<file path="src/rtl/multi_bank_mem_arbiter.sv">
// multi_bank_mem_arbiter
// Two-requester arbiter/sequencer in front of a 2048x8 memory built from 128-entry
// sub-memories (sub-memory select = addr[ADDR_W-1:ADDR_W-4]). After reset it optionally
// clears the whole memory, then issues per cycle one read plus one write (different
// sub-memories) or a single access, and routes read data back to the issuing requester.
//
// Ports:
//   clk, rst                         clock, asynchronous active-high reset
//   reqN, weN, addrN, wdataN         requester N request (held until gntN), write flag,
//                                    address, write data
//   gntN                             combinational grant, access issued at this edge
//   rvalidN, rdataN                  read return for requester N (cycle after issue)
//   init_done                        high once the clear sequence has finished
//   mem_ren/wen/raddr/waddr/din      memory command outputs
//   mem_dout                         memory read data, valid the cycle after a read
module multi_bank_mem_arbiter #(
  parameter int unsigned          ADDR_W   = 11,
  parameter int unsigned          DATA_W   = 8,
  parameter int unsigned          INIT_EN  = 1,
  parameter logic [DATA_W-1:0]    INIT_VAL = '0
) (
  input  logic              clk,
  input  logic              rst,
  input  logic              req0,
  input  logic              we0,
  input  logic [ADDR_W-1:0] addr0,
  input  logic [DATA_W-1:0] wdata0,
  output logic              gnt0,
  output logic              rvalid0,
  output logic [DATA_W-1:0] rdata0,
  input  logic              req1,
  input  logic              we1,
  input  logic [ADDR_W-1:0] addr1,
  input  logic [DATA_W-1:0] wdata1,
  output logic              gnt1,
  output logic              rvalid1,
  output logic [DATA_W-1:0] rdata1,
  output logic              init_done,
  output logic              mem_ren,
  output logic              mem_wen,
  output logic [ADDR_W-1:0] mem_raddr,
  output logic [ADDR_W-1:0] mem_waddr,
  output logic [DATA_W-1:0] mem_din,
  input  logic [DATA_W-1:0] mem_dout
);

  localparam int unsigned BankMsb = ADDR_W - 1;
  localparam int unsigned BankLsb = ADDR_W - 4;

  typedef enum logic {StInit, StRun} state_e;

  state_e              state_q, state_d;
  logic [ADDR_W-1:0]   cnt_q, cnt_d;
  logic                init_done_q;
  logic                rr_q, rr_d;
  logic                tag_vld_q, tag_vld_d;
  logic                tag_id_q, tag_id_d;
  logic                both;
  logic                dual;

  always_comb begin
    state_d   = state_q;
    cnt_d     = cnt_q;
    rr_d      = rr_q;
    tag_vld_d = 1'b0;
    tag_id_d  = 1'b0;
    gnt0      = 1'b0;
    gnt1      = 1'b0;
    mem_ren   = 1'b0;
    mem_wen   = 1'b0;
    mem_raddr = '0;
    mem_waddr = '0;
    mem_din   = '0;
    both      = req0 & req1;
    // Dual issue only when one reads, one writes, and they hit different sub-memories;
    // a same-sub-memory read/write would make the memory return 0.
    dual      = both && (we0 != we1) && (addr0[BankMsb:BankLsb] != addr1[BankMsb:BankLsb]);

    // Outputs are held quiet while reset is asserted.
    if (!rst) begin
      unique case (state_q)
        StInit: begin
          mem_wen   = 1'b1;
          mem_waddr = cnt_q;
          mem_din   = INIT_VAL;
          cnt_d     = cnt_q + 1'b1;
          if (cnt_q == '1) state_d = StRun;
        end
        StRun: begin
          if (dual) begin
            gnt0 = 1'b1;
            gnt1 = 1'b1;
          end else if (both) begin
            gnt0 = ~rr_q;
            gnt1 = rr_q;
            rr_d = ~rr_q;  // pointer moves to the loser
          end else begin
            gnt0 = req0;
            gnt1 = req1;
          end

          if (gnt0) begin
            if (we0) begin
              mem_wen   = 1'b1;
              mem_waddr = addr0;
              mem_din   = wdata0;
            end else begin
              mem_ren   = 1'b1;
              mem_raddr = addr0;
              tag_vld_d = 1'b1;
              tag_id_d  = 1'b0;
            end
          end
          if (gnt1) begin
            if (we1) begin
              mem_wen   = 1'b1;
              mem_waddr = addr1;
              mem_din   = wdata1;
            end else begin
              mem_ren   = 1'b1;
              mem_raddr = addr1;
              tag_vld_d = 1'b1;
              tag_id_d  = 1'b1;
            end
          end
        end
        default: state_d = StInit;
      endcase
    end
  end

  always_ff @(posedge clk or posedge rst) begin
    if (rst) begin
      state_q     <= (INIT_EN != 0) ? StInit : StRun;
      cnt_q       <= '0;
      init_done_q <= 1'b0;
      rr_q        <= 1'b0;
      tag_vld_q   <= 1'b0;
      tag_id_q    <= 1'b0;
    end else begin
      state_q     <= state_d;
      cnt_q       <= cnt_d;
      init_done_q <= (state_d == StRun);
      rr_q        <= rr_d;
      tag_vld_q   <= tag_vld_d;
      tag_id_q    <= tag_id_d;
    end
  end

  assign init_done = init_done_q;
  assign rvalid0   = tag_vld_q & ~tag_id_q;
  assign rvalid1   = tag_vld_q & tag_id_q;
  assign rdata0    = rvalid0 ? mem_dout : '0;
  assign rdata1    = rvalid1 ? mem_dout : '0;

endmodule

</file>
<file path="config.mk">
export PLATFORM = sky130hd
export DESIGN_NAME = multi_bank_mem_arbiter
export DESIGN_NICKNAME = d
export VERILOG_FILES = /design/src/rtl/multi_bank_mem_arbiter.sv
export SDC_FILE = /design/constraint.sdc
export NUM_CORES = 1
export LEC_CHECK = 0
export CAP_MARGIN = 20
export CORE_MARGIN = 5
export CORE_UTILIZATION = 25
export CTS_CLUSTER_DIAMETER = 100
export CTS_CLUSTER_SIZE = 40
export DETAILED_ROUTE_END_ITERATION = 10
export GPL_ROUTABILITY_DRIVEN = 0
export PLACE_DENSITY_LB_ADDON = 0.1
export SYNTH_ARGS = -nofsm -noshare
export SYNTH_HDL_FRONTEND = slang
export SYNTH_SLANG_ARGS = --single-unit
</file>
<file path="constraint.sdc">
create_clock -name clk -period 2.66 [get_ports clk]
set_input_delay 0.798 -clock clk [delete_from_list [all_inputs] [get_ports clk]]
set_output_delay 0.798 -clock clk [all_outputs]
set_load 0.02 [all_outputs]
</file>
# ---- Word-level counts from Yosys, hierarchy flattened
# Cells that the tools add are included.
# Widths: inputs -> output; s select.
dict set report op_classes {
  n_mux 50
  n_reduce_logical 4
  add_sub_neg 1
  n_eq_ne 3
  bitwise 8
}
# cell n
set ops {}
lappend ops {{$mux 11} 11}
lappend ops {{$mux 8} 7}
lappend ops {{$mux 1} 29}
lappend ops {{$pmux 11 s2} 1}
lappend ops {{$pmux 8 s2} 1}
lappend ops {{$add 11x1->11 const B} 1}
lappend ops {{$eq 11x11->1 const B} 1}
lappend ops {{$not 1->1} 5}
lappend ops {{$ne 4x4->1} 1}
lappend ops {{$reduce_and 4->1} 1}
lappend ops {{$and 1x1->1} 3}
lappend ops {{$logic_and 1x1->1} 2}
lappend ops {{$pmux 1 s2} 1}
lappend ops {{$reduce_and 2->1} 1}
lappend ops {{$ne 1x1->1} 1}
dict set report word_totals {
  elab_cells 71
  input_bits 52
  out_inout_bits 53
  ff_bits 15
}

# ---- Logic depth before layout (Yosys ltp)
dict set report depth {
  depth_word 11
  ltp_mapped 7
  mapped_depth_nobuf 5
}

# ---- Worst setup path after synthesis
# Ideal clock, no wire load.
dict set report synth_timing {
  path_kind {in2out}
  startpoint {input port rst}
  endpoint {output port mem_waddr[0]}
  stages 4
  n_path_buf 1
  setup_slack_ps -262
  t_arrival_ps 2124
  required_time_ps 1862
  path_cell_list {inv_1 -> clkbuf_1 -> o211ai_1 -> o22ai_1}
}
dict set report synth_via {
  elab_chain_len 1
}
# item line
set synth_lines {}
lappend synth_lines {{from (decl)} 23} ;# input logic rst,
lappend synth_lines {{$mux 11} 80} ;# if (!rst) begin
lappend synth_lines {{to (decl)} 42} ;# output logic [ADDR_W-1:0] mem_waddr,
# No other way between the ends.

# ---- Worst setup path in the final report
dict set report layout_timing {
  startpoint {input port addr1[10]}
  endpoint {output port mem_raddr[9]}
}
dict set report layout_via {
  elab_chain_len 10
  elab_cells_between_ends 13
  classes_between {1 x eq/ne; 11 x mux; 1 x reduce/logical}
}
# item line
set layout_lines {}
lappend layout_lines {{from (decl)} 33} ;# input logic [ADDR_W-1:0] addr1,
lappend layout_lines {{$ne 4x4->1 *} 77} ;# dual = both && (we0 != we1) && (addr0[BankMsb:BankLsb] != addr1[BankMsb:BankLsb]);
lappend layout_lines {{$logic_and 1x1->1 *} 77}
lappend layout_lines {{$mux 1} 90} ;# if (dual) begin
lappend layout_lines {{$mux 1} 81} ;# unique case (state_q)
lappend layout_lines {{$mux 1} 80}
lappend layout_lines {{$mux 11} 102} ;# if (gnt0) begin
lappend layout_lines {{$mux 11} 115} ;# if (we1) begin
lappend layout_lines {{$mux 11 *} 114} ;# if (gnt1) begin
lappend layout_lines {{$mux 11 *} 81}
lappend layout_lines {{$mux 11 *} 80}
lappend layout_lines {{to (decl)} 41} ;# output logic [ADDR_W-1:0] mem_raddr,
# Every way passes the cells marked *; elsewhere a longest branch is shown, timed or not. The select of a mux whose other input is x is not followed.

==> key figures <==
Route
  – Routed wire per std cell: 17.00 µm
  – Vias/cell: a little over 5
  – ANT nets after route: 0
  – Pre-antenna DRT Iters: 4
  – Vias: 2272
  – DR DRC count: 0
  – Wirelength, routed: ~7500 µm
  – Starting DRT DRC Count: 114

CTS
  – H-tree Lvls: 1
  – CTS tree: yes
  – Clk sinks: 15
  – Clk_lat worst skew: approximately 0.25 ns
  – Hold-fix buffers, CTS: 0
  – TritonCTS Buffers: 3
  – CTS clk-pin slew, worst paths: 0.07 ns
  – CTS max path bufs: 2
  – Clock root buffer: clkbuf_8

STA
  – Setup repair after global routing missed its margin: true
  – Hold Vio Cnt, Final: 0
  – Setup ws final: -0.3860 ns
  – Number of setup violations in the final report: 33
  – Slew headroom: 55.33%
  – Setup TNS: -9.923 ns
  – Clock Skew: 0.002827 ns
  – Final period util: 114.5%
  – Final Slew Violations: 0
  – Crit path time final: ~3.0 ns
  – Worst slew pin tran: roughly 0.67 ns
  – Fmax: 328.3 MHz

Floorplanning
  – Die height: 90.38 µm
  – Die Area: around 8200 µm²
  – Width of the chip: 90.38 µm
  – CORE AREA: 6314 µm²
  – Row cnt: 29
  – Starting Density: 25.58%
  – I/O Pins: roughly 110

Synthesis
  – Synth Flop Type: dfrtp_1
  – Sequential area share after synthesis: approximately 23%
  – Avg Synthesized Cell Area: just under 8 µm²
  – #FFs+latches synth: 15
  – Post-synth EDFFs: 0
  – Cells after synthesis: between 200 and 250
  – Post-synth ARST share: 100.0%
  – Synthesized net count: 259
  – Post-synth cell types: 40
  – YS warnings: 0
  – Mapped cell area: around 1600 µm²

Finish
  – Fillers: 580
  – Commonest non-fill, non-tap cell in the layout: buf_4
  – Synth-to-layout area growth: 127.4%
  – Final nets: 419
  – Diodes inserted: 0
  – Share of cells above drive strength 1: 45.21%
  – Commonest cells after routing, fill and taps aside: buf_4 (44), buf_6 (43), clkdlybuf4s50_1 (41), nand2_1 (21), and2_1 (20)

Job
  – Max cap viols: 0

Power and ir drop
  – Maximum vdd drop: 246.9 µV
  – Pwr Density: 314.2 nW/µm²
  – Lkg Pwr: 1.704 nW

GRT
  – Overall Global Routing Usage: 17.67%
  – Largest net degree at the start of global routing: 26
  – First-pass GRT wire length: 12010 µm
  – Antenna violations before repair: 0
  – Vias in the first global route: 2288
  – GRT overflow: 0

Status
  – Violated checks: negative setup slack
  – Run status: finished with violations

Place
  – IO buf count: 104
  – Pre-CTS setup slack: -1.221 ns
  – HPWL Detailed: 5338 µm

Worst setup path
  – Startpoint types: input port
  – CP required: 1.86 ns
  – Worst Setup Path Type: input port to output pin
  – Crit path max fanout: 5
  – Crit end category: output pin
  – Critical path arrival: roughly 2.3 ns

Hold path
  – Worst Hold Class: register to register
==> cells in the mapped netlist, types with 2 or more instances <==
library cell	number	area, µm²
a22o_1	11	96.34
dfrtp_1	15	375.4
and2_1	22	137.6
buf_6	3	33.78
nand3_1	4	20.02
inv_1	5	18.77
and3_1	8	50.05
buf_2	3	15.01
o22ai_1	19	118.9
a221oi_1	11	96.34
nor2_1	9	33.78
nand2_1	22	82.58
clkbuf_1	9	33.78
nand2b_1	2	12.51
xnor2_1	9	78.83
and4_1	2	17.52
o211ai_1	11	82.58
nor2b_1	2	12.51
o21ai_0	11	55.05
a31oi_1	2	12.51
xor2_1	7	61.31
==> routing by layer <==
layer / track usage (%) / vias to the layer above / wire [µm]
met5: 0 / - / 0
met4: 3.226 / 0 / 117
met3: 3.667 / 8 / 367
met2: 31.77 / 79 / 3862
met1: 21.76 / 1080 / 3168
li1: - / 1105 / -
==> what timing repair did <==
| item | 4_1_cts | 5_1_grt |
|---|---|---|
| pin swaps | 19 | 13 |
| cloned | 4 | 0 |
| gates resized for setup | 289 | 50 |
| buffers inserted | 15 | 10 |
| endpoints found under the setup margin | 50 | 34 |
==> worst max-delay path: stages <==
cell	delay [ns]
buf_8	0.11
xnor2_4	0.20
nand4_4	0.15
buf_12	0.16
a41o_4	0.24
buf_6	0.14
buf_12	0.12
a22o_1	0.20
buf_6	0.13
==> cells by family after synthesis <==
logic type	synth area share, %
muxes	0.6971
DFF	23.24
AOI/OAI and AO/OA	32.69
buffers and inverters	6.739
adders and majority gates	0.7745
xor gates and xnor gates	8.676
and+or+nand+nor	27.19
==> state kept, by name, summed over array words and instances, names as in the netlist <==
name       cells
cnt_q         11
init_done      1
rr_q           1
tag_id_q       1
tag_vld_q      1
==> per-stage QoR <==
step | power, mW | area [µm²] | std cells | utilization, % | hold WS, ns
after CTS | 1.077 | 3381 | 433 | 53.55 | 0.5186
after detailed placement | 0.7907 | 3010 | 410 | 47.68 | 0.4948
final | 1.154 | 3674 | 442 | 58.18 | 0.5164
after floorplan | 0.5003 | 1650 | 206 | - | 0.4587
after global placement | 0.7882 | 3010 | 410 | 47.68 | 0.4903
after global routing | 1.212 | 3674 | 442 | 58.18 | 0.5290
==> layout make-up <==
| cell class | count | area [µm²] | area share [%] |
|---|---|---|---|
| clock inverter | 1 | 7.507 | 0.2044 |
| timing repair buffer | 170 | 1634 | 44.48 |
| clock buffer | 3 | 41.29 | 1.124 |
| inverter | 5 | 18.77 | 0.5109 |
| multi-input combinational | 171 | 1500 | 40.84 |
| sequential | 15 | 375.4 | 10.22 |
| tap | 77 | 96.34 | 2.623 |
==> worst paths after layout <==
kind,start,to,cells after the start,slack [ns]
setup / recovery,addr1[10],mem_raddr[9],9,-0.39
hold reg to reg,rr_q$_DFFE_PP0P_,rr_q$_DFFE_PP0P_,1,0.52
setup reg to reg,cnt_q[1]$_DFFE_PP0P_,cnt_q[8]$_DFFE_PP0P_,5,1.09
max in group asynchronous,rst,cnt_q[10]$_DFFE_PP0P_,6,1.54
hold / removal,rr_q$_DFFE_PP0P_,rr_q$_DFFE_PP0P_,1,0.52
min in group asynchronous,rst,tag_id_q$_DFF_PP0_,5,0.85
==> where the power goes <==
| group | switching, mW | internal, mW | total (mW) |
|---|---|---|---|
| clock network | 0.0932 | 0.105 | 0.199 |
| logic | 0.317 | 0.378 | 0.695 |
| registers | 0.0191 | 0.242 | 0.261 |
Power figures use the tool's default switching activity.
